==> config.mk <==
export PLATFORM = sky130hd
export DESIGN_NAME = hazard_ctrl
export DESIGN_NICKNAME = d
export VERILOG_FILES = /design/src/rtl/hazard_ctrl.sv
export SDC_FILE = /design/constraint.sdc
export NUM_CORES = 1
export LEC_CHECK = 0
export ABC_AREA = 1
export CAP_MARGIN = 20
export CORE_MARGIN = 4
export CORE_UTILIZATION = 39
export DETAILED_ROUTE_END_ITERATION = 12
export PLACE_DENSITY = 0.78
export SLEW_MARGIN = 20
export SYNTH_ARGS = -nofsm -noshare
export SYNTH_HDL_FRONTEND = slang
export SYNTH_SLANG_ARGS = --single-unit
==> constraint.sdc <==
create_clock -name clk -period 1.68 [get_ports clk]
set_clock_uncertainty 0.1 [all_clocks]
set_input_delay 0.252 -clock clk [delete_from_list [all_inputs] [get_ports clk]]
set_output_delay 0.252 -clock clk [all_outputs]
set_load 0.1 [all_outputs]
==> src/rtl/hazard_ctrl.sv <==
// Hazard controller for the 5-stage pipeline: load-use stalls, branch flushes, memory-wait freeze.
// Optional performance counters are enabled with `define HAZARD_PERF_EN.
module hazard_ctrl #(
    parameter int unsigned MEM_TIMEOUT = 16,
    parameter int unsigned CNT_W       = 32
) (
    input  logic       clk,
    input  logic       rst,
    input  logic [4:0] Rs1AddrD,
    input  logic       Rs1UsedD,
    input  logic [4:0] Rs2AddrD,
    input  logic       Rs2UsedD,
    input  logic [4:0] AddrD3,
    input  logic       RDValid3,
    input  logic       WBSel3,
    input  logic       BranchTaken3,
    input  logic       MemReq4,
    input  logic       MemReady,
    output logic       StallIF,
    output logic       StallID,
    output logic       FlushID,
    output logic       StallEX,
    output logic       BubbleEX,
    output logic       StallMEM,
    output logic       BubbleWB,
    output logic       MemErr
`ifdef HAZARD_PERF_EN
    ,
    output logic [CNT_W-1:0] StallCycles,
    output logic [CNT_W-1:0] FlushCount,
    output logic [CNT_W-1:0] TimeoutCount
`endif
);

    localparam int unsigned CntW = (MEM_TIMEOUT < 1) ? 1 : $clog2(MEM_TIMEOUT + 1);
    localparam logic [CntW-1:0] TimeoutVal = CntW'(MEM_TIMEOUT);

    typedef enum logic [0:0] {StRun, StMemWait} state_e;

    state_e          r_state;
    state_e          w_state_d;
    logic [CntW-1:0] r_wait_cnt;
    logic [CntW-1:0] w_wait_cnt_d;

    logic w_load_use;
    logic w_mem_busy;
    logic w_timeout;
    logic w_freeze;

    assign w_load_use = RDValid3 & ~WBSel3 & (AddrD3 != 5'd0) &
                        ((Rs1UsedD & (Rs1AddrD == AddrD3)) | (Rs2UsedD & (Rs2AddrD == AddrD3)));
    assign w_mem_busy = MemReq4 & ~MemReady;
    assign w_timeout  = (r_state == StMemWait) & w_mem_busy & (r_wait_cnt == TimeoutVal);
    assign w_freeze   = w_mem_busy & ~w_timeout;

    always_ff @(posedge clk or posedge rst) begin
        if (rst) begin
            r_state    <= StRun;
            r_wait_cnt <= '0;
        end else begin
            r_state    <= w_state_d;
            r_wait_cnt <= w_wait_cnt_d;
        end
    end

    always_comb begin
        w_state_d    = r_state;
        w_wait_cnt_d = r_wait_cnt;
        unique case (r_state)
            StRun: begin
                if (w_mem_busy) begin
                    w_state_d    = StMemWait;
                    w_wait_cnt_d = CntW'(1);
                end
            end
            StMemWait: begin
                // A timeout is treated as a completed access so the pipeline can drain.
                if (!w_mem_busy || w_timeout) begin
                    w_state_d    = StRun;
                    w_wait_cnt_d = '0;
                end else begin
                    w_wait_cnt_d = r_wait_cnt + CntW'(1);
                end
            end
            default: begin
                w_state_d    = StRun;
                w_wait_cnt_d = '0;
            end
        endcase
    end

    always_comb begin
        StallIF  = 1'b0;
        StallID  = 1'b0;
        FlushID  = 1'b0;
        StallEX  = 1'b0;
        BubbleEX = 1'b0;
        StallMEM = 1'b0;
        BubbleWB = 1'b0;
        MemErr   = 1'b0;
        if (rst) begin
            FlushID  = 1'b1;
            BubbleEX = 1'b1;
            BubbleWB = 1'b1;
        end else begin
            MemErr = w_timeout;
            if (w_freeze) begin
                // Whole pipe holds; MEM/WB takes a bubble so no write-back repeats.
                StallIF  = 1'b1;
                StallID  = 1'b1;
                StallEX  = 1'b1;
                StallMEM = 1'b1;
                BubbleWB = 1'b1;
            end else if (BranchTaken3) begin
                FlushID  = 1'b1;
                BubbleEX = 1'b1;
            end else if (w_load_use) begin
                StallIF  = 1'b1;
                StallID  = 1'b1;
                BubbleEX = 1'b1;
            end
        end
    end

`ifdef HAZARD_PERF_EN
    logic [CNT_W-1:0] r_stall_cycles;
    logic [CNT_W-1:0] r_flush_count;
    logic [CNT_W-1:0] r_timeout_count;

    always_ff @(posedge clk or posedge rst) begin
        if (rst) begin
            r_stall_cycles  <= '0;
            r_flush_count   <= '0;
            r_timeout_count <= '0;
        end else begin
            if (StallIF && (r_stall_cycles != {CNT_W{1'b1}})) begin
                r_stall_cycles <= r_stall_cycles + CNT_W'(1);
            end
            if (FlushID && (r_flush_count != {CNT_W{1'b1}})) begin
                r_flush_count <= r_flush_count + CNT_W'(1);
            end
            if (MemErr && (r_timeout_count != {CNT_W{1'b1}})) begin
                r_timeout_count <= r_timeout_count + CNT_W'(1);
            end
        end
    end

    assign StallCycles  = r_stall_cycles;
    assign FlushCount   = r_flush_count;
    assign TimeoutCount = r_timeout_count;
`else
    logic w_unused_cnt_w;
    assign w_unused_cnt_w = (CNT_W == 0);
`endif

endmodule

**Word level (Yosys, flattened, before mapping)**

Cells that the tools add are included.

- Bits in registers: 6
- Input port bits: 24
- Output and inout port bits: 8
- Logic and storage cells: 44

- Add/sub/neg operators: 1
- Equal/unequal tests: 4
- Multiplexer cells: 20
- Bitwise logic cells: 14
- Reductions and logical operators: 3

Operator list:

| cell | number |
|---|---|
| 2-to-1 mux 1 bit | 16 |
| equality test 5 bit | 2 |
| 2-to-1 mux 5 bit | 2 |
| one-hot mux 5 bit (2 select lines) | 1 |
| AND 1 bit | 9 |
| adder 5 x 1 -> 5 bit, second input constant | 1 |
| equality test 5 bit, second input constant | 1 |
| nonzero test 5 bit | 1 |
| NOT 1 bit | 4 |
| != test 2 bit, second input constant | 1 |
| one-hot mux 1 bit (2 select lines) | 1 |
| zero test 1 bit | 1 |
| logical OR 1 bit | 1 |
| OR 1 bit | 1 |

**Longest topological paths before layout**

Gate-level depths: netlist (run 1).

- Depth after elaboration: 8
- Depth in mapped cells: 9

**Worst setup path after synthesis (run 1)**

No wires, ideal clock.

- Path kind: register to output
- Start: register r_wait_cnt[0]
- End: output port MemErr
- Arrival time: 3.590 ns
- Data required time: 1.328 ns
- Setup slack: -2.262 ns
- Cell stages (with the launch flop): 5
- Buffers on the path: 0
- Path through: dfrtp_1 inv_1 ha_1 nand4_2 nor4_1

- Word-level cells in the longest chain between the ends: 3

Ends and longest elaborated chain:

| item | line | source |
|---|---|---|
| start: declaration | 42 | `logic [CntW-1:0] r_wait_cnt;` |
| start signal: assignment | 62 | `r_wait_cnt <= w_wait_cnt_d;` |
| equality test 5 bit | 53 | `assign w_timeout = (r_state == StMemWait) & w_mem_busy & (r_wait_cnt == TimeoutVal);` |
| AND 1 bit | 53 |  |
| 2-to-1 mux 1 bit | 101 | `if (rst) begin` |
| end: declaration | 26 | `output logic MemErr` |

No other way between the ends.

**Worst setup path in the final report (run 1)**

- Start: register r_wait_cnt[0]
- End: output port StallMEM

- Word-level cells in the longest chain between the ends: 6

Ends and longest elaborated chain:

| item | line | source |
|---|---|---|
| equality test 5 bit | 53 |  |
| AND 1 bit | 53 |  |
| NOT 1 bit | 54 | `assign w_freeze = w_mem_busy & ~w_timeout;` |
| AND 1 bit | 54 |  |
| 2-to-1 mux 1 bit | 107 | `if (w_freeze) begin` |
| 2-to-1 mux 1 bit | 101 |  |
| end: declaration | 24 | `output logic StallMEM,` |

No other way between the ends.

==> summary.txt, run 1 <==
Run status
  • Status: finished, violations left
  • Failing checks: setup timing

GRT
  • Initial antenna violation count: 0
  • First-pass GRT wire length: 3580 um
  • Largest net degree at the start of global routing: 7
  • GRT overflow: 0
  • Total track usage: 19.2%
  • Vias in the first global route: 819

Placement
  • Post-detail-place hpwl: 1700 um
  • Worst slack, placed: -0.327 ns
  • RD Place Congestion: 0.819
  • I/O Buffers: 31

STA
  • Worst-Margin Slew: 0.277 ns
  • Period utilization: 113%
  • Final Hold Vio Count: 0
  • Final hold slack: 0.521 ns
  • Slew Limit Fails: 0
  • Setup ws final: -0.219 ns
  • Unrepaired setup endpoints after global routing: true
  • Count of final setup violators: 8
  • Final min period: 1.90 ns
  • Highest Clock Rate: 527 MHz
  • Relative slew slack: 81.4%

Route
  • Max Used Layer: met4
  • Routed wire length: 2200 um
  • DR vias/cell: 4.78
  • DR iter-0 viols: 20
  • WL met2: 1110 um
  • DR WL/cell: 12.7 um
  • Drt drc: 0
  • Met3 wire length: 134 um
  • First-pass iteration count of the detailed router: 4
  • Via count: 827
  • Final ANT Viol Nets: 0
  • M1 WL: 897 um

Synthesis
  • Synth cell types: 22
  • Synth Register Bits: 6
  • Syn Nets: 133
  • Synth Area in XOR/XNOR: 4.05%
  • Avg Cell Area, Syn: 6.06 sq um
  • Synth Instances: 107
  • Seq/Total Area, Yosys: 23.2%
  • Synth warnings: 0
  • Mux cell area share after synthesis: 0%
  • Synthesized area: 648 sq um
  • Synth Area in Compound Gates: 6.37%
  • Largest family of logic cells by synthesized area: simple AND/OR/NAND/NOR gates
  • Post-synthesis adder-cell area fraction: 3.86%
  • Simple-Gate Fraction of Synth Area: 45.9%

Clock network
  • Clk sinks: 6
  • CTS tree: built
  • Clock buffer depth: 2
  • Num CTS Buffers: 3
  • Worst-path clk slew: 0.05 ns
  • Root buffer cell: clkbuf_4
  • CTS Hold Buffers Added: 0
  • Clk_lat worst skew: 0.26 ns
  • H-tree Lvls: 1

Layout
  • Commonest non-fill, non-tap cell in the layout: nand2_1
  • Nets@finish: 185
  • Fillcell total: 101
  • Inserted Diodes: 0
  • Commonest non-fill, non-tap cells in the layout: nand2_1 (34), inv_1 (17), dlygate4sd2_1 (15), buf_4 (14), nor2_1 (11)
  • P&R area growth vs syn: 98.8%
  • Fraction of layout cells with a size suffix above 1: 34.4%

Worst hold path
  • Hold crit path type: flop to flop

Pwr
  • P per Cell Area: 490 nW/um^2
  • Peak supply drop: 0.430 mV
  • Total power: 631 uW
  • P_leak: 0.000699 uW

Setup path
  • Largest stage delay, worst path: 0.39 ns
  • Slowest cell on crit path: dfrtp_1
  • CP max FO: 3
  • CP required: 1.33 ns
  • Critical path, cell by cell: inv_2 -> ha_4 -> nand4_4 -> nand2_4 -> inv_4 -> nand2_4 -> clkinvlp_4 -> buf_12
  • Worst Path Arrival: 1.55 ns
  • Most frequent CP cell: nand2_4
  • Setup Crit Path Kind: flop to output pin
  • Worst Setup End Kind: output pin
  • Critical path launch point type: flop

Floorplanning
  • Die ar.: 2380 sq um
  • Die Wd: 48.8 um
  • Core ar.: 1540 sq um
  • Num rows: 14
  • Starting Density: 42.0%
  • Die Y: 48.8 um
  • Total I/O pin count: 32

Job
  • Max-Cap Viols: 0
where the power goes:
| part | internal, uW | total, uW | switching [uW] |
|---|---|---|---|
| registers | 153 | 159 | 6.39 |
| clock network | 81.9 | 150 | 67.8 |
| logic | 146 | 322 | 176 |
| total | 381 | 631 | 250 |
per-layer routing:
metal | global-route usage, % | vias up
met2 | 33.5 | 29
met4 | 6.28 | 0
met1 | 22.3 | 372
met3 | 5.21 | 7
li1 | - | 419
met5 | 0 | -
through the flow:
stage | area, sq um | TNS [ns] | util, % | std cells
global route | 1290 | -2.02 | 83.6 | 173
floorplan | 706 | -1.62 | - | 107
global placement | 1190 | -1.11 | 77.4 | 166
finish | 1290 | -1.40 | 83.6 | 173
detailed placement | 1190 | -1.31 | 77.4 | 166
CTS | 1240 | -1.41 | 80.5 | 170
logic make-up (layout without fill, tap and decap cells):
group / Yosys count / count (layout)
simple gates: 65 / 65
buf+inv: 26 / 76
flops: 6 / 6
compound gates: 5 / 5
xor+xnor: 3 / 3
fa+ha+maj: 2 / 2
flip-flops by register name, summed over array words and instances (netlist names):
signal and count:
r_state 1, r_wait_cnt 5
synth_stat cells, drive strengths merged:
cell     n  area [sq um]
nand2   41           171
inv     24          92.6
nor2    13          58.8
nand3    7          35.0
dfrtp    6           150
o21ai    3          26.3
buf      2          15.0
ha       2          25.0
nand4    2          18.8
xor2     2          17.5
a21oi    1          5.00
nand3b   1          7.51
nor4     1          6.26
o211a    1          10.0
xnor2    1          8.76
layout make-up:
| type | count | area, sq um | area share, % |
|---|---|---|---|
| clock buffer | 3 | 22.5 | 1.75 |
| timing repair buffer | 49 | 522 | 40.5 |
| inverter | 24 | 96.3 | 7.48 |
| sequential | 6 | 150 | 11.7 |
| tap | 16 | 20.0 | 1.55 |
| multi-input combinational | 75 | 478 | 37.1 |
worst paths after layout:
path / depth (start not counted) / slack (ns) / to / start
max: 8 / -0.22 / StallMEM / r_wait_cnt[0]
min: 3 / 0.52 / r_wait_cnt[4] / r_wait_cnt[4]
max reg2reg: 9 / 0.17 / r_wait_cnt[4] / r_wait_cnt[0]
min reg2reg: 3 / 0.52 / r_wait_cnt[4] / r_wait_cnt[4]
max in group asynchronous: 3 / 0.83 / r_wait_cnt[4] / rst
min in group asynchronous: 3 / 0.53 / r_wait_cnt[3] / rst
critical path, delay by kind of cell, from the launching register on:
kind | cells | cell delay (ns)
flip-flops | 1 | 0.39
adder cells (fa/ha/maj) | 1 | 0.13
AND/OR/NAND/NOR | 3 | 0.32
buffers and inverters | 4 | 0.44
what timing repair did:
| action | in CTS | in global routing |
|---|---|---|
| buffers inserted | 1 | 3 |
| pin swaps | 13 | 2 |
| setup endpoints to repair | 8 | 8 |
| gates resized for setup | 27 | 5 |
Note: power is estimated with default switching activity, not from simulation.
==> inputs of run 2 (changes only) <==
--- a/config.mk
+++ b/config.mk
@@ -11,6 +11,7 @@
 export CORE_UTILIZATION = 39
 export DETAILED_ROUTE_END_ITERATION = 12
 export PLACE_DENSITY = 0.78
+export SKIP_LAST_GASP = 1
 export SLEW_MARGIN = 20
 export SYNTH_ARGS = -nofsm -noshare
 export SYNTH_HDL_FRONTEND = slang
==> results of run 2 <==
The final DEF is identical to that of run 1; final timing and power are the same.
